File: config.mk
export PLATFORM = sky130hd
export DESIGN_NAME = pipe_stage_reg
export DESIGN_NICKNAME = d
export VERILOG_FILES = /design/src/rtl/pipe_pkg.sv /design/src/rtl/pipe_stage_reg_tnew_dec.sv /design/src/rtl/pipe_stage_reg.sv
export SDC_FILE = /design/constraint.sdc
export NUM_CORES = 1
export LEC_CHECK = 0
export CAP_MARGIN = 20
export CORE_MARGIN = 8
export CORE_UTILIZATION = 40
export DETAILED_ROUTE_END_ITERATION = 12
export PLACE_DENSITY = 0.79
export SLEW_MARGIN = 20
export SYNTH_ARGS = -nofsm -noshare
export SYNTH_HDL_FRONTEND = slang
export SYNTH_HIERARCHICAL = 1
export SYNTH_SLANG_ARGS = --single-unit
File: constraint.sdc
create_clock -name clk -period 3.3 [get_ports clk]
set_clock_uncertainty 0.15 [all_clocks]
set_input_delay 0.99 -clock clk [delete_from_list [all_inputs] [get_ports clk]]
set_output_delay 0.99 -clock clk [all_outputs]
set_load 0.03 [all_outputs]
File: src/rtl/pipe_pkg.sv
// Shared definitions for the inter-stage pipeline registers.
//   TNEW_W_DEF   : default Tnew width
//   NOP_INSTR    : instruction word carried by a bubble
//   REG_ZERO     : GRF write address carried by a bubble ($0, never forwarded)
//   tnew_sat_dec : max(t-1, 0) at the default Tnew width
package pipe_pkg;

  localparam int          TNEW_W_DEF = 2;
  localparam logic [31:0] NOP_INSTR  = 32'h0;
  localparam logic [4:0]  REG_ZERO   = 5'd0;

  function automatic logic [TNEW_W_DEF-1:0] tnew_sat_dec(input logic [TNEW_W_DEF-1:0] t);
    return (t == '0) ? '0 : t - TNEW_W_DEF'(1);
  endfunction

endpackage

File: src/rtl/pipe_stage_reg_tnew_dec.sv
// Saturating Tnew decrement: out = max(in-1, 0), unsigned, W bits.
//   in  : Tnew before the stage boundary
//   out : Tnew after the stage boundary (0 stays 0)
module tnew_dec #(
  parameter int W = 2
) (
  input  logic [W-1:0] in,
  output logic [W-1:0] out
);

  assign out = (in == '0) ? '0 : in - W'(1);

endmodule

File: src/rtl/pipe_stage_reg.sv
// Parametrised pipeline register placed between two CPU stages.
// Carries valid/instr/PC/NCH data channels/GRF write address/Tnew, with
// stall hold, flush-to-bubble, optional Tnew countdown while held, and a
// saturating count of flushes since reset.
//   clk, reset (async, active low)
//   stall, flush           : control, flush wins when both are high
//   in_valid .. in_tnew    : upstream stage fields
//   out_valid .. out_tnew  : registered fields, seen by the hazard unit
//   flush_cnt              : saturating flush counter
module pipe_stage_reg #(
  parameter int DATA_W        = 32,
  parameter int NCH           = 2,
  parameter int PC_W          = 32,
  parameter int TNEW_W        = pipe_pkg::TNEW_W_DEF,
  parameter bit DEC_ON_HOLD   = 1'b0,
  parameter bit FLUSH_KEEP_PC = 1'b0,
  parameter int CNT_W         = 16
) (
  input  logic                  clk,
  input  logic                  reset,
  input  logic                  stall,
  input  logic                  flush,
  input  logic                  in_valid,
  input  logic [31:0]           in_instr,
  input  logic [PC_W-1:0]       in_pc,
  input  logic [NCH*DATA_W-1:0] in_data,
  input  logic [4:0]            in_wa,
  input  logic [TNEW_W-1:0]     in_tnew,
  output logic                  out_valid,
  output logic [31:0]           out_instr,
  output logic [PC_W-1:0]       out_pc,
  output logic [NCH*DATA_W-1:0] out_data,
  output logic [4:0]            out_wa,
  output logic [TNEW_W-1:0]     out_tnew,
  output logic [CNT_W-1:0]      flush_cnt
);
  import pipe_pkg::*;

  logic [TNEW_W-1:0] tnew_load, tnew_hold;
  logic [NCH-1:0][DATA_W-1:0] in_ch, data_q;

  // Load path ages upstream Tnew by one stage; hold path ages the held value.
  tnew_dec #(.W(TNEW_W)) u_dec_load (.in(in_tnew),  .out(tnew_load));
  tnew_dec #(.W(TNEW_W)) u_dec_hold (.in(out_tnew), .out(tnew_hold));

  // Control fields. A bubble always carries wa=0/tnew=0 so the hazard unit
  // never matches on it; an invalid load is turned into the same shape.
  always_ff @(posedge clk or negedge reset) begin
    if (!reset) begin
      out_valid <= 1'b0;
      out_instr <= NOP_INSTR;
      out_pc    <= '0;
      out_wa    <= REG_ZERO;
      out_tnew  <= '0;
      flush_cnt <= '0;
    end else if (flush) begin
      out_valid <= 1'b0;
      out_instr <= NOP_INSTR;
      out_pc    <= FLUSH_KEEP_PC ? in_pc : '0;
      out_wa    <= REG_ZERO;
      out_tnew  <= '0;
      if (flush_cnt != '1) flush_cnt <= flush_cnt + CNT_W'(1);
    end else if (stall) begin
      if (DEC_ON_HOLD) out_tnew <= tnew_hold;
    end else begin
      out_valid <= in_valid;
      out_instr <= in_valid ? in_instr  : NOP_INSTR;
      out_pc    <= in_pc;
      out_wa    <= in_valid ? in_wa     : REG_ZERO;
      out_tnew  <= in_valid ? tnew_load : '0;
    end
  end

  // Data channels share the control; channel k sits at [k*DATA_W +: DATA_W].
  assign in_ch    = in_data;
  assign out_data = data_q;

  for (genvar k = 0; k < NCH; k++) begin : g_ch
    always_ff @(posedge clk or negedge reset) begin
      if (!reset)      data_q[k] <= '0;
      else if (flush)  data_q[k] <= '0;
      else if (!stall) data_q[k] <= in_ch[k];
    end
  end

endmodule

==> results of run 1 <==
-- per-stage QoR --
step           setup slack (ns)  utilization, %  hold slack (ns)  std cells
6_report                  0.533            64.7            0.287        965
3_3_place_gp              0.772            61.0            0.311        933
3_5_place_dp              0.724            61.0            0.319        933
2_1_floorplan              1.08               -            0.520        476
4_1_cts                   0.515            64.7            0.281        965
5_1_grt                   0.472            64.7            0.284        965
-- state kept, by name, indices dropped and copies added (netlist names) --
name / count
out_tnew: 2
out_valid: 1
out_pc: 32
out_instr: 32
flush_cnt: 16
out_data: 64
out_wa: 5
-- power by group through the flow --
stage / clock, uW / sequential, uW / combinational [uW]
after global placement: 0 / 2130 / 1020
after floorplan: 0 / 2370 / 251
after CTS: 1840 / 2110 / 1040
after detailed placement: 0 / 2140 / 1040
final: 1800 / 2110 / 1030
after global routing: 1920 / 2130 / 1090
-- cells by family (layout without fill, tap and decap cells) --
family / after synthesis / after routing / share of synthesized area (%)
adders and majority gates: 1 / 1 / 0.208
muxes: 98 / 98 / 16.4
DFF: 152 / 152 / 63.2
buffers and inverters: 31 / 332 / 2.29
and+or+nand+nor: 138 / 138 / 10.1
AOI/OAI and AO/OA: 46 / 46 / 6.38
xor gates and xnor gates: 10 / 10 / 1.45
-- layer usage --
layer / GRT usage, % / part of all wire [%] / vias up
met5: 0 / 0 / -
met4: 7.51 / 3.0 / 0
met3: 8.57 / 8.7 / 33
li1: - / - / 2223
met1: 21.8 / 41 / 2322
met2: 30.3 / 47 / 221
-- cell type report --
class,instances,area [um^2],area share [%]
multi-input combinational,293,2090,21.6
clock inverter,10,70.1,0.724
sequential,152,3800,39.3
tap,188,235,2.43
timing repair buffer,300,3000,31.0
clock buffer,22,484,5.00
-- worst max-delay path by stage --
| stage | cells past startpoint | slack (ns) | start | end |
|---|---|---|---|---|
| 6_report | 1 | 0.53 | flush_cnt[5] | flush_cnt[5] |
| 5_1_grt | 1 | 0.47 | flush_cnt[5] | flush_cnt[5] |
| 4_1_cts | 1 | 0.51 | flush_cnt[5] | flush_cnt[5] |
| 3_5_place_dp | 5 | 0.72 | flush | out_wa[1] |
| 3_3_place_gp | 5 | 0.77 | flush | out_instr[27] |
| 2_1_floorplan | 5 | 1.08 | stall | out_data[22] |
-- layout by cell type, fill, tap and decap left out, types with 3 or more instances in the layout --
cell type / Yosys / layout
nand3_1: 5 / 5
clkinvlp_4: 0 / 5
and3_1: 4 / 4
buf_4: 0 / 9
nor2_1: 99 / 99
clkdlybuf4s50_1: 0 / 288
a21oi_1: 3 / 3
clkbuf_8: 0 / 4
clkinv_2: 0 / 3
mux2i_1: 96 / 96
dfrtp_1: 152 / 152
a22o_1: 39 / 39
nand2_1: 7 / 7
xnor2_1: 8 / 8
nand4_1: 8 / 8
clkbuf_16: 0 / 17
==> out/results.txt, run 1 <==
Synth async-reset ratio - 100%
Worst-path clk slew - 0.06 ns
Peak VDD IR - 0.302 mV
Fraction of final layout cells with drive strength greater than 1 - 6.82%
Power per Cell Area - 509 nW/um^2
Class of the worst hold path - input port to asynchronous set/reset pin
Number of setup buffers added after CTS - 0
Worst setup path category - register to output pin
Cells after Synth - 476
Fin Setup TNS - 0 ns
Number of core rows - 45
Core area - 15000 um^2
Number of iterations in the first detailed-routing pass - 5
EDFF count, synth - 0
Net switching power figure - 1410 uW
Fraction of power consumed by combinational cells - 20.9%
DRC violations left - 0
Pwr Total - 4930 uW
Netlist cell types - 33
Post-synth top cells - dfrtp_1, nor2_1, mux2i_1
Unrepaired setup endpoints after global routing - no
Number of port buffers - 291
Die Y - 139 um
Die area - 19200 um^2
Combined area of all synthesized cells - 6020 um^2
Number of routed nets with antenna violations - 0
Mean cell area of the mapped netlist - 12.7 um^2
Final count of negative-setup-slack endpoints - 0
Register share of total power - 42.7%
Synthesized Nets - 617
Slew Limit Fails - 0
Initial drt markers - 201
Cell with the largest stage delay on the worst path - clkdlybuf4s50_1
Slowest stage delay, CP - 0.73 ns
Maximum number of pins on one net before global-route repair - 65
Worst R2R Start - flush_cnt[0]
Post-route clock period utilization - 83.8%
Final wirelength - 18200 um
Effective utilization at floorplan - 40.2%
Number of global-route vias before repair - 5304
Global-route wire length before repair - 29000 um
Number of antenna violations at the first check in global routing - 0
Outcome - finished, final reports clean
Clock insertion delay at the later pin of the skew report - 0.41 ns
Share of the synthesized area in the top cell type - 63.2%
Num CTS Buffers - 17
Number of flip-flops and latches in the synthesized netlist - 152
Antenna fix cells - 0
Total number of nets in the final design - 905
Number of vias per cell - 4.97
Count of clock tree sinks - 152
Count of cells resized by post-cts repair - 0
Critical path arrival - 1.63 ns
Headroom to the max-slew limit - 53.2%
Worst reg2reg endpoint - flush_cnt[1]
Leakage power of the design - 0.00447 uW
# fillers - 1134
RePlAce Congestion - 0.836
Critical Path Source Type - register
Global route overflow - 0
Number of hold-slack violations in the final timing report - 0
Peak Freq - 361 MHz
Maximum fanout along the worst path - 9
CTS Root Cell - clkbuf_16
H-tree levels - 4
Placed cell areas - 9130 um^2
CP bufs+invs - 1
Cell family contributing the most delay on the critical path - buffers and inverters
Ranking of synthesized cells by area - dfrtp_1, mux2i_1, nor2_1, a22o_1, xnor2_1
Max Buffers Root-to-Sink - 2
Main flop type after synthesis - dfrtp_1
Switching portion of total power - 28.6%
Cell taking the most area after synthesis - dfrtp_1
Routed WL per cell - 18.9 um
Path depth of the worst reg2reg path - 5
Detailed-route via count - 4799
Setup slack, reg-to-reg - 1.17 ns
Required @ worst endpoint - 2.16 ns
Fraction of power consumed by the clock network - 36.4%
Chain of cells forming the critical path - clkdlybuf4s50_1
Aggregate global-route resource usage - 18.9%
Final instance area - 9680 um^2
Hold_buf cts - 0
Area growth from synthesis to layout - 60.8%
Sequential share of the synthesized area - 63.2%
Maxcap violations - 0
Chip width - 139 um
Internal portion of total power - 3520 uW
I/O pin cnt - 292
Synthesis warning total - 6
CP Capture Type - output pin
Min cycle time layout - 2.77 ns
Post-detail-place hpwl - 13600 um
Worst slew pin tran - 0.702 ns
Cell with the most instances after synthesis - dfrtp_1
TritonCTS clock tree - done
No activity file was read; power rests on OpenSTA's default activity.
==> inputs of run 2 (changes only) <==
==> constraint.sdc (replaced) <==
create_clock -name clk -period 2.8 [get_ports clk]
set_clock_uncertainty 0.15 [all_clocks]
set_input_delay 0.84 -clock clk [delete_from_list [all_inputs] [get_ports clk]]
set_output_delay 0.84 -clock clk [all_outputs]
set_load 0.03 [all_outputs]
==> run 2 against run 1 <==
Cell count grew 0.41%. Combinational power rose by 18%. Register-to-register slack lost 0.48 ns. Via count down 0.48%. Sequential cell count unchanged. Worst hold slack got worse by 0.021 ns. First-iteration DRC count down 4.5%. Clock power is 24% higher. Highest routed layer unchanged.
==> out/results.txt, run 2 (synthesis results as in run 1) <==
Global route overflow - 0
Number of port buffers - 291
Maxcap violations - 0
Num CTS Buffers - 17
Count of clock tree sinks - 152
Detailed-route via count - 4776
Final wirelength - 18500 um
Min cycle time layout - 2.59 ns
Fin Setup TNS - 0 ns
CP Capture Type - output pin
Unrepaired setup endpoints after global routing - no
Number of hold-slack violations in the final timing report - 0
Hold_buf cts - 0
Die Y - 139 um
Fraction of final layout cells with drive strength greater than 1 - 7.30%
Cell with the largest stage delay on the worst path - clkdlybuf4s50_1
Most frequent cells in the layout - clkdlybuf4s50_1, dfrtp_1, nor2_1
Effective utilization at floorplan - 40.2%
Maximum fanout along the worst path - 9
Number of iterations in the first detailed-routing pass - 4
Worst setup path category - register to output pin
Chip width - 139 um
Area growth from synthesis to layout - 62.2%
Max Buffers Root-to-Sink - 2
Final count of negative-setup-slack endpoints - 0
Worst slew pin tran - 0.620 ns
Core area - 15000 um^2
Antenna fix cells - 0
Routed WL per cell - 19.1 um
Outcome - finished, final reports clean
I/O pin cnt - 292
Number of antenna violations at the first check in global routing - 0
Post-detail-place hpwl - 13900 um
Number of setup buffers added after CTS - 0
Largest register FFs - 64
Peak VDD IR - 0.391 mV
Headroom to the max-slew limit - 58.6%
Number of vias per cell - 4.93
Die area - 19200 um^2
Chain of cells forming the critical path - clkdlybuf4s50_1
Slowest stage delay, CP - 0.73 ns
Critical Path Source Type - register
Initial drt markers - 192
Pwr Total - 5940 uW
Peak Freq - 386 MHz
Post-route clock period utilization - 92.6%
Global-route wire length before repair - 29200 um
Number of routed nets with antenna violations - 0
CTS Root Cell - clkbuf_16
DRC violations left - 0
H-tree levels - 4
Critical path arrival - 1.60 ns
RePlAce Congestion - 0.825
Class of the worst hold path - input port to asynchronous set/reset pin
Clock insertion delay at the later pin of the skew report - 0.41 ns
Number of core rows - 45
Worst-path clk slew - 0.06 ns
Slew Limit Fails - 0
Count of cells resized by post-cts repair - 0
Commonest non-fill, non-tap cell in the layout - clkdlybuf4s50_1
Required @ worst endpoint - 1.81 ns
TritonCTS clock tree - done
Aggregate global-route resource usage - 19.3%
CP bufs+invs - 1
Power per Cell Area - 608 nW/um^2
Leakage power of the design - 0.00451 uW
Cell family contributing the most delay on the critical path - buffers and inverters
Number of global-route vias before repair - 5240
Total number of nets in the final design - 909
Maximum number of pins on one net before global-route repair - 65
[run 2: path summary, 6_finish.rpt]
| kind | startpoint | cells after the start | slack [ns] | endpoint |
|---|---|---|---|---|
| hold / removal | reset | 1 | 0.27 | out_pc[0] |
| min in group clk | out_valid | 1 | 0.32 | out_valid |
| hold reg to reg | out_valid | 1 | 0.32 | out_valid |
| setup / recovery | flush_cnt[5] | 1 | 0.21 | flush_cnt[5] |
| setup reg to reg | flush_cnt[0] | 5 | 0.69 | flush_cnt[1] |
| max in group asynchronous | reset | 2 | 1.62 | out_pc[7] |
[run 2: where the power goes]
part / switching [uW] / internal (uW)
clock network: 882 / 1350
registers: 139 / 2340
logic: 633 / 586
total: 1650 / 4280
[run 2: cell type report]
cell class / instances / area [um^2]
fill: 1088 / 5210
sequential: 152 / 3800
timing repair buffer: 304 / 3060
multi-input combinational: 293 / 2090
clock buffer: 20 / 457
tap: 188 / 235
clock inverter: 12 / 126
[run 2: routing by layer]
layer | global-route usage (%) | vias to the layer above | share of wire (%)
met5 | 0 | - | 0
met4 | 7.97 | 0 | 2.4
met2 | 32.0 | 227 | 49
li1 | - | 2234 | -
met3 | 8.09 | 26 | 8.4
met1 | 21.5 | 2289 | 41
[run 2: metrics by stage]
step | setup slack, ns | hold WS (ns) | util [%] | std cells | cell area (um^2)
finish | 0.206 | 0.266 | 65.2 | 969 | 9770
global route | 0.122 | 0.302 | 65.2 | 969 | 9770
CTS | 0.178 | 0.287 | 65.2 | 969 | 9770
detailed placement | 0.340 | 0.316 | 61.3 | 937 | 9180
global placement | 0.377 | 0.309 | 61.3 | 937 | 9180
floorplan | 0.705 | 0.394 | - | 476 | 6020
==> inputs of run 3 (changes only) <==
--- a/config.mk
+++ b/config.mk
@@ -10,7 +10,6 @@
 export CORE_UTILIZATION = 40
 export DETAILED_ROUTE_END_ITERATION = 12
 export PLACE_DENSITY = 0.79
-export SLEW_MARGIN = 20
 export SYNTH_ARGS = -nofsm -noshare
 export SYNTH_HDL_FRONTEND = slang
 export SYNTH_HIERARCHICAL = 1
==> results of run 3 <==
Same layout as run 2: the final DEF is identical, and so are final timing and power.
